<file path="src/rtl/alu_pkg.sv">
// Shared types for the multi-pass ALU sequencer.
// Op codes, FSM states and the datapath slice width.
package alu_pkg;

  localparam int SLICE = 16;

  typedef enum logic [2:0] {
    OP_AND = 3'b000,
    OP_OR  = 3'b001,
    OP_ADD = 3'b010,
    OP_SUB = 3'b110,
    OP_SLT = 3'b111
  } alu_op_e;

  typedef enum logic [1:0] {
    IDLE = 2'd0,
    RUN  = 2'd1,
    DONE = 2'd2
  } state_e;

  function automatic logic op_legal(input logic [2:0] op);
    return (op == OP_AND) || (op == OP_OR)
        || (op == OP_ADD) || (op == OP_SUB)
        || (op == OP_SLT);
  endfunction

endpackage

</file>
<file path="src/rtl/alu_seq_ctrl_if.sv">
// Request/response handshake bundle between
// execute-stage issue logic and the ALU sequencer.
interface alu_seq_ctrl_if #(
  parameter int WIDTH = 32
);

  logic             req_valid;
  logic             req_ready;
  logic [2:0]       req_op;
  logic [WIDTH-1:0] req_a;
  logic [WIDTH-1:0] req_b;
  logic             rsp_valid;
  logic             rsp_ready;
  logic [WIDTH-1:0] rsp_r;
  logic             rsp_cout;
  logic             rsp_zero;
  logic             rsp_err;

  modport master (
    output req_valid, req_op, req_a, req_b,
    output rsp_ready,
    input  req_ready,
    input  rsp_valid, rsp_r, rsp_cout,
    input  rsp_zero, rsp_err
  );

  modport slave (
    input  req_valid, req_op, req_a, req_b,
    input  rsp_ready,
    output req_ready,
    output rsp_valid, rsp_r, rsp_cout,
    output rsp_zero, rsp_err
  );

endinterface

</file>
<file path="src/rtl/alu_seq_ctrl.sv">
// Sequences WIDTH-bit ops over a 16-bit ALU slice,
// LSB half first, chaining carry between passes.
module alu_seq_ctrl
  import alu_pkg::*;
#(
  parameter int WIDTH = 32
) (
  input  logic        clk,
  input  logic        reset,
  alu_seq_ctrl_if.slave bus,
  output logic [2:0]  alu_op,
  output logic [15:0] alu_a,
  output logic [15:0] alu_b,
  output logic        alu_cin,
  output logic        alu_lessi,
  input  logic [15:0] alu_r,
  input  logic        alu_cout
);

  localparam int NPASS = WIDTH / SLICE;
  localparam int PW = (NPASS > 1) ? $clog2(NPASS) : 1;
  localparam logic [PW-1:0] LAST = PW'(NPASS - 1);

  state_e           state_q, state_d;
  logic [PW-1:0]    pass_q, pass_d;
  logic [2:0]       op_q, op_d;
  logic [WIDTH-1:0] a_q, a_d;
  logic [WIDTH-1:0] b_q, b_d;
  logic [WIDTH-1:0] res_q, res_d;
  logic             carry_q, carry_d;
  logic             cout_q, cout_d;
  logic             err_q, err_d;

  logic             done;
  logic             r_msb;
  logic             ovf;
  logic             less;

  assign done = (state_q == DONE);

  assign bus.req_ready = (state_q == IDLE) && !reset;
  assign bus.rsp_valid = done;
  assign bus.rsp_r     = done ? res_q : '0;
  assign bus.rsp_cout  = done && cout_q;
  assign bus.rsp_err   = done && err_q;
  assign bus.rsp_zero  = done && (res_q == '0);

  assign alu_lessi = 1'b0;

  // Drive the ALU slice for the current pass; idle at zero
  always_comb begin
    alu_op  = 3'b000;
    alu_a   = '0;
    alu_b   = '0;
    alu_cin = 1'b0;
    if (state_q == RUN) begin
      alu_op = (op_q == OP_SLT) ? OP_SUB : op_q;
      alu_a  = a_q[int'(pass_q)*SLICE +: SLICE];
      alu_b  = b_q[int'(pass_q)*SLICE +: SLICE];
      if (pass_q == '0)
        alu_cin = (op_q == OP_SUB) || (op_q == OP_SLT);
      else
        alu_cin = carry_q && (op_q != OP_AND)
                          && (op_q != OP_OR);
    end
  end

  // Signed compare from the top pass: less = sign ^ overflow
  always_comb begin
    r_msb = alu_r[15];
    ovf   = (a_q[WIDTH-1] != b_q[WIDTH-1])
         && (r_msb != a_q[WIDTH-1]);
    less  = r_msb ^ ovf;
  end

  // Next-state and datapath register updates
  always_comb begin
    state_d = state_q;
    pass_d  = pass_q;
    op_d    = op_q;
    a_d     = a_q;
    b_d     = b_q;
    res_d   = res_q;
    carry_d = carry_q;
    cout_d  = cout_q;
    err_d   = err_q;
    unique case (state_q)
      IDLE: begin
        if (bus.req_valid) begin
          op_d    = bus.req_op;
          a_d     = bus.req_a;
          b_d     = bus.req_b;
          pass_d  = '0;
          res_d   = '0;
          carry_d = 1'b0;
          cout_d  = 1'b0;
          err_d   = !op_legal(bus.req_op);
          state_d = op_legal(bus.req_op) ? RUN : DONE;
        end
      end
      RUN: begin
        res_d[int'(pass_q)*SLICE +: SLICE] = alu_r;
        carry_d = alu_cout;
        pass_d  = pass_q + 1'b1;
        if (pass_q == LAST) begin
          state_d = DONE;
          pass_d  = '0;
          cout_d  = ((op_q == OP_ADD) || (op_q == OP_SUB))
                  && alu_cout;
          if (op_q == OP_SLT)
            res_d = WIDTH'(less);
        end
      end
      DONE: begin
        if (bus.rsp_ready)
          state_d = IDLE;
      end
      default: state_d = IDLE;
    endcase
  end

  // State and datapath registers, synchronous reset
  always_ff @(posedge clk) begin
    if (reset) begin
      state_q <= IDLE;
      pass_q  <= '0;
      op_q    <= '0;
      a_q     <= '0;
      b_q     <= '0;
      res_q   <= '0;
      carry_q <= 1'b0;
      cout_q  <= 1'b0;
      err_q   <= 1'b0;
    end else begin
      state_q <= state_d;
      pass_q  <= pass_d;
      op_q    <= op_d;
      a_q     <= a_d;
      b_q     <= b_d;
      res_q   <= res_d;
      carry_q <= carry_d;
      cout_q  <= cout_d;
      err_q   <= err_d;
    end
  end

endmodule

</file>
<file path="src/flat_wrapper.sv">
// flat-port wrapper written by rule: the top's interface ports become plain ports
module alu_seq_ctrl_flat import alu_pkg::*;
#(
  parameter int WIDTH = 32
)
  (clk, reset, alu_op, alu_a, alu_b, alu_cin, alu_lessi, alu_r, alu_cout, bus_req_valid, bus_req_op, bus_req_a, bus_req_b, bus_rsp_ready, bus_req_ready, bus_rsp_valid, bus_rsp_r, bus_rsp_cout, bus_rsp_zero, bus_rsp_err);
  alu_seq_ctrl_if #(.WIDTH(WIDTH)) bus_i ();
  input  logic clk;
  input  logic reset;
  output logic [2:0] alu_op;
  output logic [15:0] alu_a;
  output logic [15:0] alu_b;
  output logic alu_cin;
  output logic alu_lessi;
  input  logic [15:0] alu_r;
  input  logic alu_cout;
  input wire logic [$bits(bus_i.req_valid)-1:0] bus_req_valid;
  input wire logic [$bits(bus_i.req_op)-1:0] bus_req_op;
  input wire logic [$bits(bus_i.req_a)-1:0] bus_req_a;
  input wire logic [$bits(bus_i.req_b)-1:0] bus_req_b;
  input wire logic [$bits(bus_i.rsp_ready)-1:0] bus_rsp_ready;
  output wire logic [$bits(bus_i.req_ready)-1:0] bus_req_ready;
  output wire logic [$bits(bus_i.rsp_valid)-1:0] bus_rsp_valid;
  output wire logic [$bits(bus_i.rsp_r)-1:0] bus_rsp_r;
  output wire logic [$bits(bus_i.rsp_cout)-1:0] bus_rsp_cout;
  output wire logic [$bits(bus_i.rsp_zero)-1:0] bus_rsp_zero;
  output wire logic [$bits(bus_i.rsp_err)-1:0] bus_rsp_err;
  assign bus_i.req_valid = bus_req_valid;
  assign bus_i.req_op = bus_req_op;
  assign bus_i.req_a = bus_req_a;
  assign bus_i.req_b = bus_req_b;
  assign bus_i.rsp_ready = bus_rsp_ready;
  assign bus_req_ready = bus_i.req_ready;
  assign bus_rsp_valid = bus_i.rsp_valid;
  assign bus_rsp_r = bus_i.rsp_r;
  assign bus_rsp_cout = bus_i.rsp_cout;
  assign bus_rsp_zero = bus_i.rsp_zero;
  assign bus_rsp_err = bus_i.rsp_err;
  alu_seq_ctrl #(.WIDTH(WIDTH)) u_core (.clk(clk), .reset(reset), .bus(bus_i), .alu_op(alu_op), .alu_a(alu_a), .alu_b(alu_b), .alu_cin(alu_cin), .alu_lessi(alu_lessi), .alu_r(alu_r), .alu_cout(alu_cout));
endmodule
</file>
<file path="config.mk">
export PLATFORM = sky130hd
export DESIGN_NAME = alu_seq_ctrl_flat
export DESIGN_NICKNAME = d
export VERILOG_FILES = /design/src/rtl/alu_pkg.sv /design/src/rtl/alu_seq_ctrl_if.sv /design/src/rtl/alu_seq_ctrl.sv /design/src/flat_wrapper.sv
export SDC_FILE = /design/constraint.sdc
export NUM_CORES = 1
export LEC_CHECK = 0
export BUFFER_PORTS_ARGS = -buffer_cell sky130_fd_sc_hd__buf_2
export CAP_MARGIN = 30
export CORE_UTILIZATION = 54
export DETAILED_ROUTE_END_ITERATION = 8
export PLACE_DENSITY = 0.95
export SLEW_MARGIN = 5
export SYNTH_ARGS = -nofsm -noshare
export SYNTH_HDL_FRONTEND = slang
export SYNTH_SLANG_ARGS = --single-unit
</file>
<file path="constraint.sdc">
create_clock -name clk -period 3.71 [get_ports clk]
set_input_delay 0.742 -clock clk [delete_from_list [all_inputs] [get_ports clk]]
set_output_delay 0.742 -clock clk [all_outputs]
set_load 0.02 [all_outputs]
</file>
Word-level counts from Yosys, hierarchy flattened
Cells that the tools add are included.
Widths: inputs -> output; s select.
- multiply operators: 0
- magnitude comparators: 0
- multiplexer cells: 23
- div/mod/pow operators: 0
- shifts and indexed selects: 4
- reduce and logical (&&, ||, !) cells: 25
- add/sub/neg operators: 2
- bitwise operators: 1
- eq/ne operators: 15
- operators by type and width (kind ; count):
    $mux 32 ; 4
    $pmux 32 s2 ; 1
    $shiftx 32x6->16 ; 2
    $neg 5->33 ; 1
    $shift 16x33->32 const A ; 1
    $shiftx 16x33->32 ; 1
    $bwmux 32 ; 1
    $logic_not 32->1 ; 1
    $mux 16 ; 2
    $eq 3x3->1 const B ; 4
    $logic_and 1x1->1 ; 8
    $mux 2 ; 4
    $eq 3x2->1 const B ; 2
    $logic_or 1x1->1 ; 6
    $mux 3 ; 2
    $pmux 1 s2 ; 3
    $pmux 2 s3 ; 1
    $reduce_and 3->1 ; 2
    $mux 1 ; 5
    $ne 2x2->1 const B ; 2
    $reduce_and 2->1 ; 2
    $eq 3x1->1 const B ; 1
    $logic_not 3->1 ; 1
    $ne 3x1->1 const B ; 1
    other kinds (10) ; 12
- register bits: 105
- RAM bits: 0
- output and inout bits: 74
- ROM bits: 0
- word-level logic and storage cells: 79
- memories kept: 0
- latch bits: 0

Logic depth before layout (Yosys ltp)
Gate-level depths: netlist of the first run.
- depth after elaboration: 8
- depth in mapped cells: 8

Worst setup path before layout of the first run
OpenSTA, ideal clock, no wires.
- path type: input to output
- start point: in reset
- end point: out bus_req_ready
- data arrival time: 1.520 ns
- buffers on the path: 2
- stages: 3
- required time: 2.968 ns
- setup slack: 1.448 ns
- cells stage by stage: clkbuf_1 buf_2 nor3_1
- cells in the longest elaborated chain, start to end: 2
- RTL lines (element ; line ; source):
    start: declaration ; flat_wrapper.sv:9 ; input logic reset;
    $logic_not 1->1 ; alu_seq_ctrl.sv:41 ; assign bus.req_ready = (state_q == IDLE) && !reset;
    $logic_and 1x1->1 ; alu_seq_ctrl.sv:41 ;
    end: declaration ; flat_wrapper.sv:22 ; output wire logic [$bits(bus_i.req_ready)-1:0] bus_req_ready;
Every way passes these cells.

Worst setup path in the final report of the first run
- start point: reg u_core.pass_q
- end point: out alu_b[10]
- cells in the longest elaborated chain, start to end: 2
- RTL lines (element ; line ; source):
    start: declaration ; alu_seq_ctrl.sv:25 ; logic [PW-1:0] pass_q, pass_d;
    start signal: assignment ; alu_seq_ctrl.sv:136 ; pass_q <= pass_d;
    $shiftx 32x6->16 ; alu_seq_ctrl.sv:59 ; alu_b = b_q[int'(pass_q)*SLICE +: SLICE];
    $mux 16 ; alu_seq_ctrl.sv:56 ; if (state_q == RUN) begin
    end: declaration ; flat_wrapper.sv:12 ; output logic [15:0] alu_b;
Every way passes these cells.

==> results of run 1 <==
## cell families after synthesis
logic type	count (synthesis)
other	1
AOI/OAI and AO/OA	112
and+or+nand+nor	274
muxes	33
buffers and inverters	50
DFF	105
## power by group through the flow
stage	logic [mW]	clock network, mW	registers [mW]
3_3_place_gp	0.398	0	1.28
3_5_place_dp	0.428	0	1.29
5_1_grt	0.479	0.807	1.27
2_1_floorplan	0.337	0	1.26
4_1_cts	0.429	0.758	1.26
6_report	0.433	0.744	1.26
## final timing paths
check                      to  slack [ns]  cells past startpoint
max                 alu_b[10]        0.96                      4
min             u_core.a_q[1]        0.46                      2
max reg2reg  u_core.res_q[16]        1.86                      4
min reg2reg     u_core.a_q[1]        0.46                      2
## worst max-delay path: cells and delay by family (launching register included)
kind                   cells  cell delay, ns
muxes                      1            0.25
buffers and inverters      2            0.65
DFF                        1            0.67
and+or+nand+nor            1            0.06
## layer usage
metal | vias to the layer above | track usage
met1 | 2033 | 0.301
met3 | 15 | 0.0510
met2 | 185 | 0.465
li1 | 2164 | -
met4 | 0 | 0.0987
met5 | - | 0
## cell usage in the layout (no fill, tap or decap), types with 3 or more instances in the layout
cell / netlist / routed
a22oi_1: 30 / 30
nor3_1: 4 / 4
and2_1: 37 / 36
dfxtp_1: 105 / 104
nand3_1: 3 / 3
nor4_1: 8 / 8
clkbuf_8: 0 / 9
buf_2: 15 / 159
mux2i_1: 33 / 33
nand2_1: 139 / 138
nor2_1: 70 / 70
buf_4: 10 / 5
a21oi_1: 71 / 71
## flip-flops by register name (all words and copies together) (netlist names)
name	cells
u_core.a_q	32
u_core.b_q	32
u_core.carry_q	1
u_core.cout_q	1
u_core.err_q	1
u_core.op_q	3
u_core.pass_q	1
u_core.res_q	32
u_core.state_q	2
## area by class of cell
type	instances	area, um^2
Clock inverter	5	81.3
Sequential cell	105	2100
Inverter	2	7.51
Multi-Input combinational cell	420	2210
Timing Repair Buffer	167	901
Tap cell	105	131
Clock buffer	10	128
Fill cell	685	2660
==> run metrics, run 1 <==
sequential power share 0.518; GPL Wtd Cong 0.810; cell area after layout 5560 um^2; via density per instance 5.40; grt total ovfl 0; full die area 8880 um^2; Met3 Routed Length 905 um; Num CTS Buffers 9; post-synthesis register bit count 105; Layout area overhead 21.0%; CP max stage cell dfxtp_2; # setup viols final 0; post-synthesis adder-cell area fraction 0; CP Capture Type output port; drt wl/cell 14.2 um; P_int 1.75 mW; hold path start u_core.a_q[1]; post-route ant nets 0; M1 WL 4.69 mm; clk sinks 105; Clock Latency Late Sink 0.35 ns; worst slew pin tran 0.728 ns; Worst Setup SP u_core.pass_q; DR DRC count 0; vias post-DR 4397; die width 94.3 um; Hold Crit Class flop to flop; FMAX 364 MHz; I/O pins 162; Worst path max stage delay 0.67 ns; Starting Density 0.559; postcts setup bufs 0; Final Hold Viols 0; CTS tree built; CTS Hold Bufs 0; cts repair resizes 0; CP required 2.97 ns; Cell Area, Placed 5320 um^2; final setup margin 0.964 ns; sw frac 0.283; Layout Nets 793; vias in the first global route 3986; largest net degree at the start of global routing 107; Cell Area, Synth 4600 um^2; post-synthesis xor/xnor area fraction 0; crit-path max FO 24; Cells after Synth 575; relative max-transition margin 0.514; Cells after DPL 798; post-synthesis sequential area ratio 0.457; port buffer count 160; DRT Wirelength 11.5 mm; GRT Total Usage 0.259; leakage 2.43 nW; most common cell in the netlist nand2_1; Pwr Total 2.44 mW; crit share post-route 0.740; initial antenna violation count 0; num rows 33; unrepaired setup endpoints after global routing false; simple logic cell fraction of the synthesized area 0.262; mean post-synth cell area 7.99 um^2; Layout Skew 0.0118 ns; Pre-Repair DR Iteration Count 5; pre-CTS WS 1.36 ns; CP startpoint kind flop; Synth area leader dfxtp_1; DPL Wire Length 8.01 mm; Util after Layout 0.677; largest family of logic cells by synthesized area simple AND/OR/NAND/NOR gates; max cap viols 0; largest cells by area after synthesis dfxtp_1 46%, nand2_1 11%, a21oi_1 7.7%, mux2i_1 7.2%, nor2_1 5.7%; Most used DFF post-synth dfxtp_1; Commonest cells post-synth 139 x nand2_1, 105 x dfxtp_1, 71 x a21oi_1, 70 x nor2_1, 37 x and2_1; status finished, final reports clean; Antenna diodes 0; Crit Path Class flop to output port; yosys warns 0; clock power share 0.305; Post-synth EDFFs 0; Arr. time, crit path 2.00 ns; uppermost layer routed met4; final cell count without fillers 814; fraction of layout cells with a size suffix above 1 0.265; setup TNS 0 ns; net count after synthesis 663; Worst-path clk slew 0.09 ns; FFs w/ async S/R, synth 0; Die Ht 94.3 um; worst r2r src u_core.pass_q; Peak supply drop 0.000248 V; DR iter-0 viols 158; Max Root-Sink Buffers 2; mux contribution to synthesized area 0.0719; NetSw 0.692 mW; final hold slack 0.459 ns; CP Cell Sequence buf_4, mux2i_1, nor2_1, buf_2; Logic pwr share 0.178; first-pass GRT wire length 18.2 mm; Pins Over Slew Limit 0; Root Buffer clkbuf_8; Power Density 439 nW/um^2; Netlist cell types 37; post-synth top area share 0.457; Compound-Gate Fraction of Synth Area 0.145; core area 8220 um^2; htree depth 3; met2 wire len 5.76 mm; minimum clock period 2.75 ns
(Power assumes the default switching activity.)
==> inputs of run 2 (changes only) <==
- CORE_UTILIZATION: 54 -> 50
- PLACE_DENSITY: 0.95 -> 0.92
- clock period: 3.71 -> 2.72 ns (I/O delays scaled with it)
==> run 2 against run 1 <==
Compared with the run above: the flow now finishes with violations (design-rule violations); combinational power increased by 35%; final cell count increased by 0.61%; register-to-register slack got worse by 1.1 ns; final area decreased by 0.38%.
==> run metrics, run 2 (same netlist as run 1, synthesis figures left out) <==
status finished with violations; failing checks design-rule violations; commonest cells after routing, fill and taps aside 159 x buf_2, 138 x nand2_1, 104 x dfxtp_1; Layout area overhead 20.5%; drt wl/cell 14.3 um (+0.60%); via density per instance 5.41 (+0.23%); DR iter-0 viols 217 (+37%); Peak supply drop 0.000298 V (+20%); CP required 2.18 ns (-0.79 ns); CP startpoint kind flop; grt total ovfl 0 (unchanged); commonest non-fill, non-tap cell in the layout buf_2; Hold Crit Class primary input to flop; Cells after DPL 803 (+0.63%); largest net degree at the start of global routing 74 (-31%); post-route ant nets 0 (unchanged); fraction of layout cells with a size suffix above 1 0.266 (+0.000661); Starting Density 0.522 (-0.0374); GRT Total Usage 0.240 (-0.0196); DRT Wirelength 11.7 mm (+1.2%); minimum clock period 2.35 ns; num rows 34 (+3.0%); clk sinks 105 (unchanged); worst slew pin tran 0.707 ns (-0.0215 ns); setup TNS 0 ns (unchanged); cts repair resizes 0 (unchanged); die width 97.9 um (+3.8%); relative max-transition margin 0.529 (+0.0143); Worst Setup SP u_core.state_q[1]; Layout Skew 0.00760 ns (-0.00421 ns); Root Buffer clkbuf_8; DR DRC count 11 (+11); worst reg2reg endpoint u_core.res_q[24]; core area 8810 um^2 (+7.2%); Worst-path clk slew 0.10 ns (about the same); R2R setup slack 0.80 ns (-1.06 ns); max cap viols 0 (unchanged); Final Hold Viols 0 (unchanged); initial antenna violation count 0 (unchanged); full die area 9580 um^2 (+7.8%); destination of the worst hold path u_core.b_q[9]; CP Capture Type output port; Max Root-Sink Buffers 2 (unchanged); final hold slack 0.420 ns (-0.0382 ns); Antenna diodes 0 (unchanged); Die Ht 97.9 um (+3.8%); hold depth 3 (+1); vias post-DR 4434 (+0.84%); crit share post-route 0.865; unrepaired setup endpoints after global routing false; final cell count without fillers 819 (+0.61%); first-pass GRT wire length 18.8 mm (+3.4%); worst reg2reg path depth 4 (unchanged); CTS tree built; I/O pins 162 (unchanged); worst r2r src u_core.pass_q; DPL Wire Length 8.16 mm (+1.9%); FMAX 425 MHz; Layout Nets 794 (+0.13%); top flop regs u_core.a_q (32), u_core.b_q (32), u_core.res_q (32); CTS Hold Bufs 0 (unchanged); GPL Wtd Cong 0.841 (+3.8%); Crit Path Class flop to output port; port buffer count 160 (unchanged); postcts setup bufs 0 (unchanged); leakage 2.42 nW (-0.29%); htree depth 3 (unchanged); Power Density 605 nW/um^2 (+38%); Cell Area, Placed 5320 um^2 (-0.12%); Arr. time, crit path 1.81 ns (-0.19 ns); Pre-Repair DR Iteration Count 8 (+3); Clock Latency Late Sink 0.35 ns (about the same); vias in the first global route 4225 (+6.0%); hold path start bus_req_b[9]; # setup viols final 0 (unchanged); crit-path max FO 37 (+54%); Pins Over Slew Limit 0 (unchanged); cell area after layout 5540 um^2 (-0.38%); Num CTS Buffers 9 (unchanged)
-- run 2: cell types whose count changed in the layout (fill, tap and decap cells not counted), sizes merged --
cell	previous run	this run
buf	167	168
clkinv	2	1
clkbuf	10	12
-- run 2: power by group --
group          internal (mW)  switching (mW)  total, mW
clock                  0.547           0.497       1.04
combinational          0.218           0.367      0.585
sequential              1.64          0.0807       1.72
total                   2.41           0.944       3.35
-- run 2: worst max path at each step --
stage	to	slack, ns	cells past startpoint
after floorplan	bus_req_ready	0.85	3
after global placement	u_core.res_q[0]	0.80	4
after detailed placement	bus_rsp_zero	0.78	5
after CTS	bus_rsp_zero	0.37	5
after global routing	bus_rsp_zero	0.20	5
final	bus_rsp_zero	0.37	5
-- run 2: stage by stage --
| step | setup slack, ns | power [mW] | utilization |
|---|---|---|---|
| 6_report | 0.368 | 3.35 | 0.629 |
| 5_1_grt | 0.197 | 3.51 | 0.629 |
| 4_1_cts | 0.366 | 3.37 | 0.629 |
| 3_5_place_dp | 0.779 | 2.34 | 0.604 |
| 3_3_place_gp | 0.802 | 2.31 | 0.604 |
| 2_1_floorplan | 0.854 | 2.18 | - |
-- run 2: final cells by class --
class	instances	area (um^2)
clock buffer	12	145
clock inverter	4	76.3
fill	739	3270
inverter	2	7.51
multi-input combinational	420	2210
sequential	105	2100
tap	108	135
timing repair buffer	168	863
-- run 2: per-layer routing --
layer  track usage  share of wire
met3        0.0530          0.070
met1         0.284           0.42
met4         0.105          0.019
met2         0.416           0.49
met5             0              0
-- run 2: critical path, cell delays in order, from the launching register on --
cell     delay, ns
dfxtp_1       0.52
nor2b_1       0.18
buf_4         0.27
nand2_1       0.10
nor3_1        0.19
buf_2         0.19
